## src/rtl/ttl_byte_serializer_if.sv

```systemverilog
// Parallel word handshake between an upstream latch bank and the serializer.
interface ttl_byte_serializer_if #(
    parameter int unsigned WIDTH = 8
);
    logic [WIDTH-1:0] d;
    logic             d_valid;
    logic             d_ready;

    modport master (output d, output d_valid, input d_ready);
    modport slave  (input d, input d_valid, output d_ready);
endinterface

```

## src/rtl/ttl_byte_serializer.sv

```systemverilog
// Holding-register fed parallel-to-serial shifter with TTL-style output delays.
// Define TTL_SER_DELAY_EN to drive the outputs through #(DELAY_RISE, DELAY_FALL) assigns.
module ttl_byte_serializer #(
    parameter int unsigned WIDTH      = 8,
    parameter int unsigned DELAY_RISE = 12,
    parameter int unsigned DELAY_FALL = 13
) (
    input  logic                     clk_i,
    input  logic                     rst_i,
    input  logic                     ce_i,
    input  logic                     flip_i,
    ttl_byte_serializer_if.slave     bus,
    output logic                     q_o,
    output logic                     load_pulse_o,
    output logic [$clog2(WIDTH)-1:0] bit_cnt_o,
    output logic                     active_o,
    output logic                     underrun_o
);
    localparam int unsigned CntW = $clog2(WIDTH);
    localparam logic [CntW-1:0] LastCnt = CntW'(WIDTH - 1);

    if (WIDTH < 2 || WIDTH > 16 || DELAY_RISE > 1000 || DELAY_FALL > 1000) begin : g_param_err
        $error("ttl_byte_serializer: parameter out of range");
    end

    typedef enum logic {StIdle, StShift} state_e;

    state_e            state_q, state_d;
    logic [WIDTH-1:0]  hold_q, hold_d;
    logic              hold_full_q, hold_full_d;
    logic [WIDTH-1:0]  sr_q, sr_d;
    logic              dir_q, dir_d;
    logic [CntW-1:0]   cnt_q, cnt_d;
    logic              load_pulse_q, load_pulse_d;
    logic              underrun_q, underrun_d;

    logic accept, at_last, load_evt, shift_evt, underrun_evt;
    logic q_w, d_ready_w, active_w;

    always_ff @(posedge clk_i or posedge rst_i) begin
        if (rst_i) begin
            state_q <= StIdle;
        end else begin
            state_q <= state_d;
        end
    end

    always_ff @(posedge clk_i or posedge rst_i) begin
        if (rst_i) begin
            hold_q       <= '0;
            hold_full_q  <= 1'b0;
            sr_q         <= '0;
            dir_q        <= 1'b0;
            cnt_q        <= '0;
            load_pulse_q <= 1'b0;
            underrun_q   <= 1'b0;
        end else begin
            hold_q       <= hold_d;
            hold_full_q  <= hold_full_d;
            sr_q         <= sr_d;
            dir_q        <= dir_d;
            cnt_q        <= cnt_d;
            load_pulse_q <= load_pulse_d;
            underrun_q   <= underrun_d;
        end
    end

    always_comb begin
        accept       = bus.d_valid && !hold_full_q;
        at_last      = (state_q == StShift) && (cnt_q == LastCnt);
        // A load needs a full holding register, so it never coincides with an accept.
        load_evt     = ce_i && hold_full_q && ((state_q == StIdle) || at_last);
        shift_evt    = ce_i && (state_q == StShift) && (cnt_q != LastCnt);
        underrun_evt = ce_i && at_last && !hold_full_q;

        state_d      = state_q;
        hold_d       = hold_q;
        hold_full_d  = hold_full_q;
        sr_d         = sr_q;
        dir_d        = dir_q;
        cnt_d        = cnt_q;
        load_pulse_d = load_evt;
        underrun_d   = underrun_evt;

        if (accept) begin
            hold_d      = bus.d;
            hold_full_d = 1'b1;
        end

        if (load_evt) begin
            sr_d        = hold_q;
            dir_d       = flip_i;
            hold_full_d = 1'b0;
            cnt_d       = '0;
            state_d     = StShift;
        end else if (shift_evt) begin
            sr_d  = dir_q ? (sr_q >> 1) : (sr_q << 1);
            cnt_d = cnt_q + 1'b1;
        end else if (underrun_evt) begin
            cnt_d   = '0;
            state_d = StIdle;
        end
    end

    always_comb begin
        active_w  = (state_q == StShift);
        q_w       = 1'b0;
        if (active_w) begin
            q_w = dir_q ? sr_q[0] : sr_q[WIDTH-1];
        end
        d_ready_w = !hold_full_q && !rst_i;
    end

    assign bit_cnt_o = cnt_q;

`ifdef TTL_SER_DELAY_EN
    assign #(DELAY_RISE, DELAY_FALL) q_o          = q_w;
    assign #(DELAY_RISE, DELAY_FALL) bus.d_ready  = d_ready_w;
    assign #(DELAY_RISE, DELAY_FALL) load_pulse_o = load_pulse_q;
    assign #(DELAY_RISE, DELAY_FALL) active_o     = active_w;
    assign #(DELAY_RISE, DELAY_FALL) underrun_o   = underrun_q;
`else
    assign q_o          = q_w;
    assign bus.d_ready  = d_ready_w;
    assign load_pulse_o = load_pulse_q;
    assign active_o     = active_w;
    assign underrun_o   = underrun_q;
`endif

endmodule

```

## src/flat_wrapper.sv

```systemverilog
// flat-port wrapper written by rule: the top's interface ports become plain ports
module ttl_byte_serializer_flat 
#(
    parameter int unsigned WIDTH      = 8,
    parameter int unsigned DELAY_RISE = 12,
    parameter int unsigned DELAY_FALL = 13
)
  (clk_i, rst_i, ce_i, flip_i, q_o, load_pulse_o, bit_cnt_o, active_o, underrun_o, bus_d, bus_d_valid, bus_d_ready);
  ttl_byte_serializer_if #(.WIDTH(WIDTH)) bus_i ();
  input  logic clk_i;
  input  logic rst_i;
  input  logic ce_i;
  input  logic flip_i;
  output logic q_o;
  output logic load_pulse_o;
  output logic [$clog2(WIDTH)-1:0] bit_cnt_o;
  output logic active_o;
  output logic underrun_o;
  input wire logic [$bits(bus_i.d)-1:0] bus_d;
  input wire logic [$bits(bus_i.d_valid)-1:0] bus_d_valid;
  output wire logic [$bits(bus_i.d_ready)-1:0] bus_d_ready;
  assign bus_i.d = bus_d;
  assign bus_i.d_valid = bus_d_valid;
  assign bus_d_ready = bus_i.d_ready;
  ttl_byte_serializer #(.WIDTH(WIDTH), .DELAY_RISE(DELAY_RISE), .DELAY_FALL(DELAY_FALL)) u_core (.clk_i(clk_i), .rst_i(rst_i), .ce_i(ce_i), .flip_i(flip_i), .bus(bus_i), .q_o(q_o), .load_pulse_o(load_pulse_o), .bit_cnt_o(bit_cnt_o), .active_o(active_o), .underrun_o(underrun_o));
endmodule
```

## config.mk

```make
export PLATFORM = sky130hd
export DESIGN_NAME = ttl_byte_serializer_flat
export DESIGN_NICKNAME = d
export VERILOG_FILES = /design/src/rtl/ttl_byte_serializer_if.sv /design/src/rtl/ttl_byte_serializer.sv /design/src/flat_wrapper.sv
export SDC_FILE = /design/constraint.sdc
export NUM_CORES = 1
export LEC_CHECK = 0
export ABC_AREA = 1
export CORE_MARGIN = 2
export CORE_UTILIZATION = 50
export DETAILED_ROUTE_END_ITERATION = 7
export DONT_BUFFER_PORTS = 1
export HOLD_SLACK_MARGIN = 0.12
export PLACE_DENSITY_LB_ADDON = 0.05
export SLEW_MARGIN = 20
export SYNTH_ARGS = -nofsm -noshare
export SYNTH_HDL_FRONTEND = slang
export SYNTH_SLANG_ARGS = --single-unit
```

## constraint.sdc

```tcl
create_clock -name clk_i -period 1.9 [get_ports clk_i]
set_clock_uncertainty 0.05 [all_clocks]
set_input_delay 0.19 -clock clk_i [delete_from_list [all_inputs] [get_ports clk_i]]
set_output_delay 0.19 -clock clk_i [all_outputs]
set_load 0.05 [all_outputs]
```

==> impl_metrics.tcl <==
set metrics [dict create \
    grt_pass1_vias 962 \
    row_count 17 \
    cts_buffers 3 \
    finalSetupViolations 0 \
    leakage_nw 0.7298 \
    p_per_area_nw_per_um2 1558 \
    fmax_mhz 602.8 \
    outcome "complete, no violations" \
    dp.cells 170 \
    synth_area_per_cell_um2 8.026 \
    die_w_um 51.41 \
    drc_errors 0 \
    first_pass_iters 4 \
    wl_per_cell_um 12.31 \
    nets 181 \
    start_kind "flop" \
    syn_area_um2 1124 \
    cp.arrival_ps 1420 \
    drt-total-wl_um 2375 \
    netlist_instances 140 \
    cap_violations 0 \
    initial_utilization_pct 51.79 \
    fp.dieArea_um2 2642 \
    drv_slew 0 \
    place.port_buffers 0 \
    grt_max_degree 25 \
    grt_pass1_wl_um 4229 \
    cts_setup_buffers 0 \
    antenna_found_initial 0 \
    fin_crit_ps 1659 \
    clock-sinks 24 \
    clk_root_buffer_cell "clkbuf_4" \
    max-slew-margin-rel_pct 70.67 \
    grt_remaining_overflow 0 \
    coreArea_um2 2170 \
    final_common_cell "nand2_1" \
    drive_gt1_share_pct 10.91 \
    hpwlAfterDp_um 1597 \
    gr-usage-all-layers_pct 22.03 \
    fin_tns_setup_ps 0 \
    n_antenna_cell 0 \
    tightest_slew_ps 440.3 \
    design_area_um2 1421 \
    final.period_utilization_pct 87.31 \
    insertion_delay_ps 320 \
    vias 974 \
    final_antenna_net_count 0 \
    rsz0062_at_grt "no" \
    crit_required_ps 1660 \
    hold_class "in -> reg" \
    power_mw 2.214 \
    ys_ff_latch 24 \
    peakVddDrop_mv 0.8901 \
    io_pins 21 \
    cts_resized 0 \
    ys_seq_area_share_pct 53.45 \
    layout_common_cells "nand2_1, dfrtp_1, nand3_1" \
    critPathMaxFanout 11 \
    hold_viol_final 0 \
    finalNonFillerCells 193 \
    via_per_inst 5.047 \
    crit_path_end_kind "output pin" \
    clk_pin_slew_ps 140 \
    drt_iter0_markers 11 \
    tritoncts "built" \
    htreeDepth 1 \
    area_growth_pct 26.50 \
    synth_nets 155 \
    yosys_warnings 0 \
    synth.distinct_cells 19 \
    gp_congestion 0.8752 \
    fp.dieH_um 51.41 \
    cts_buffer_depth 2 \
    path_class "reg -> out" \
    dpl-instance-area_um2 1179 \
]
[worst max-delay path: stages, from the launching register on]
cell	delay [ps]
dfrtp_1	550
o21ai_0	120
a21oi_1	190
buf_4	230
[registers in the layout, summed over array words and instances, names as in the netlist]
signal / count
u_core.load_pulse_o: 1
u_core.dir_q: 1
u_core.hold_full_q: 1
u_core.hold_q: 8
u_core.sr_q: 8
u_core.active_o: 1
u_core.bit_cnt_o: 3
u_core.underrun_o: 1
[cells in the mapped netlist, drive strengths merged]
cell    count  area, um^2
nor2        3       21.27
dfrtp      24       600.6
nand3      21       105.1
ha          2       25.02
nand4       1       6.260
inv        12       45.04
nand2      61       231.5
clkbuf      1       3.750
buf         4       28.78
a21oi       1       5.000
or2         1       6.260
o21ai       9       45.04
[what timing repair did]
item / CTS / global route
endpoints found under the hold margin: 42 / 0
setup endpoints to repair: 0 / 0
hold buffers: 19 / 0
[per-stage QoR]
| stage | util [%] | hold slack, ps | setup WS [ps] |
|---|---|---|---|
| 5_1_grt | 65.51 | 162.7 | 124.8 |
| 6_report | 65.51 | 146.9 | 241.1 |
| 3_3_place_gp | 54.33 | 91.25 | 375.6 |
| 2_1_floorplan | - | 154.6 | 7.944 |
| 3_5_place_dp | 54.33 | 94.01 | 337.9 |
| 4_1_cts | 65.51 | 142.3 | 248.9 |
[layer usage]
layer  wire [um]  track usage [%]
met1        1068            27.01
met2        1154            36.97
met3          99            4.386
met4          53            10.53
met5           0                0
[final timing paths]
kind / start / endpoint / slack [ps] / cells after the start
max: u_core.dir_q$_DFFE_PP0P_ / q_o / 240 / 3
min: bus_d_valid / u_core.hold_q[3]$_DFFE_PP0P_ / 150 / 3
max reg2reg: u_core.bit_cnt_o[1]$_DFFE_PP0P_ / u_core.sr_q[0]$_DFFE_PP0P_ / 320 / 7
min reg2reg: u_core.hold_q[3]$_DFFE_PP0P_ / u_core.hold_q[3]$_DFFE_PP0P_ / 440 / 2
max in group asynchronous: rst_i / u_core.active_o$_DFFE_PP0P_ / 1280 / 3
min in group asynchronous: rst_i / u_core.bit_cnt_o[2]$_DFFE_PP0P_ / 290 / 3
[area by class of cell]
cell class              count  area (um^2)
repair buffers             26        242.7
clock inverters             1        30.03
well taps                  28        35.03
clock buffers               3        22.52
fillers                   209        748.2
multi-input cells          99        445.4
inverters                  12        45.04
flip-flops and latches     24        600.6
[where the power goes]
part / internal (mW) / switching [mW]
logic: 0.311 / 0.599
registers: 0.732 / 0.195
clock network: 0.213 / 0.163
[kinds of logic after synthesis]
logic type | after synthesis | synth area share, %
compound gates | 10 | 4.454
simple gates | 87 | 32.96
fa+ha+maj | 2 | 2.227
flops | 24 | 53.45
buf+inv | 17 | 6.904
Power figures use the tool's default switching activity.
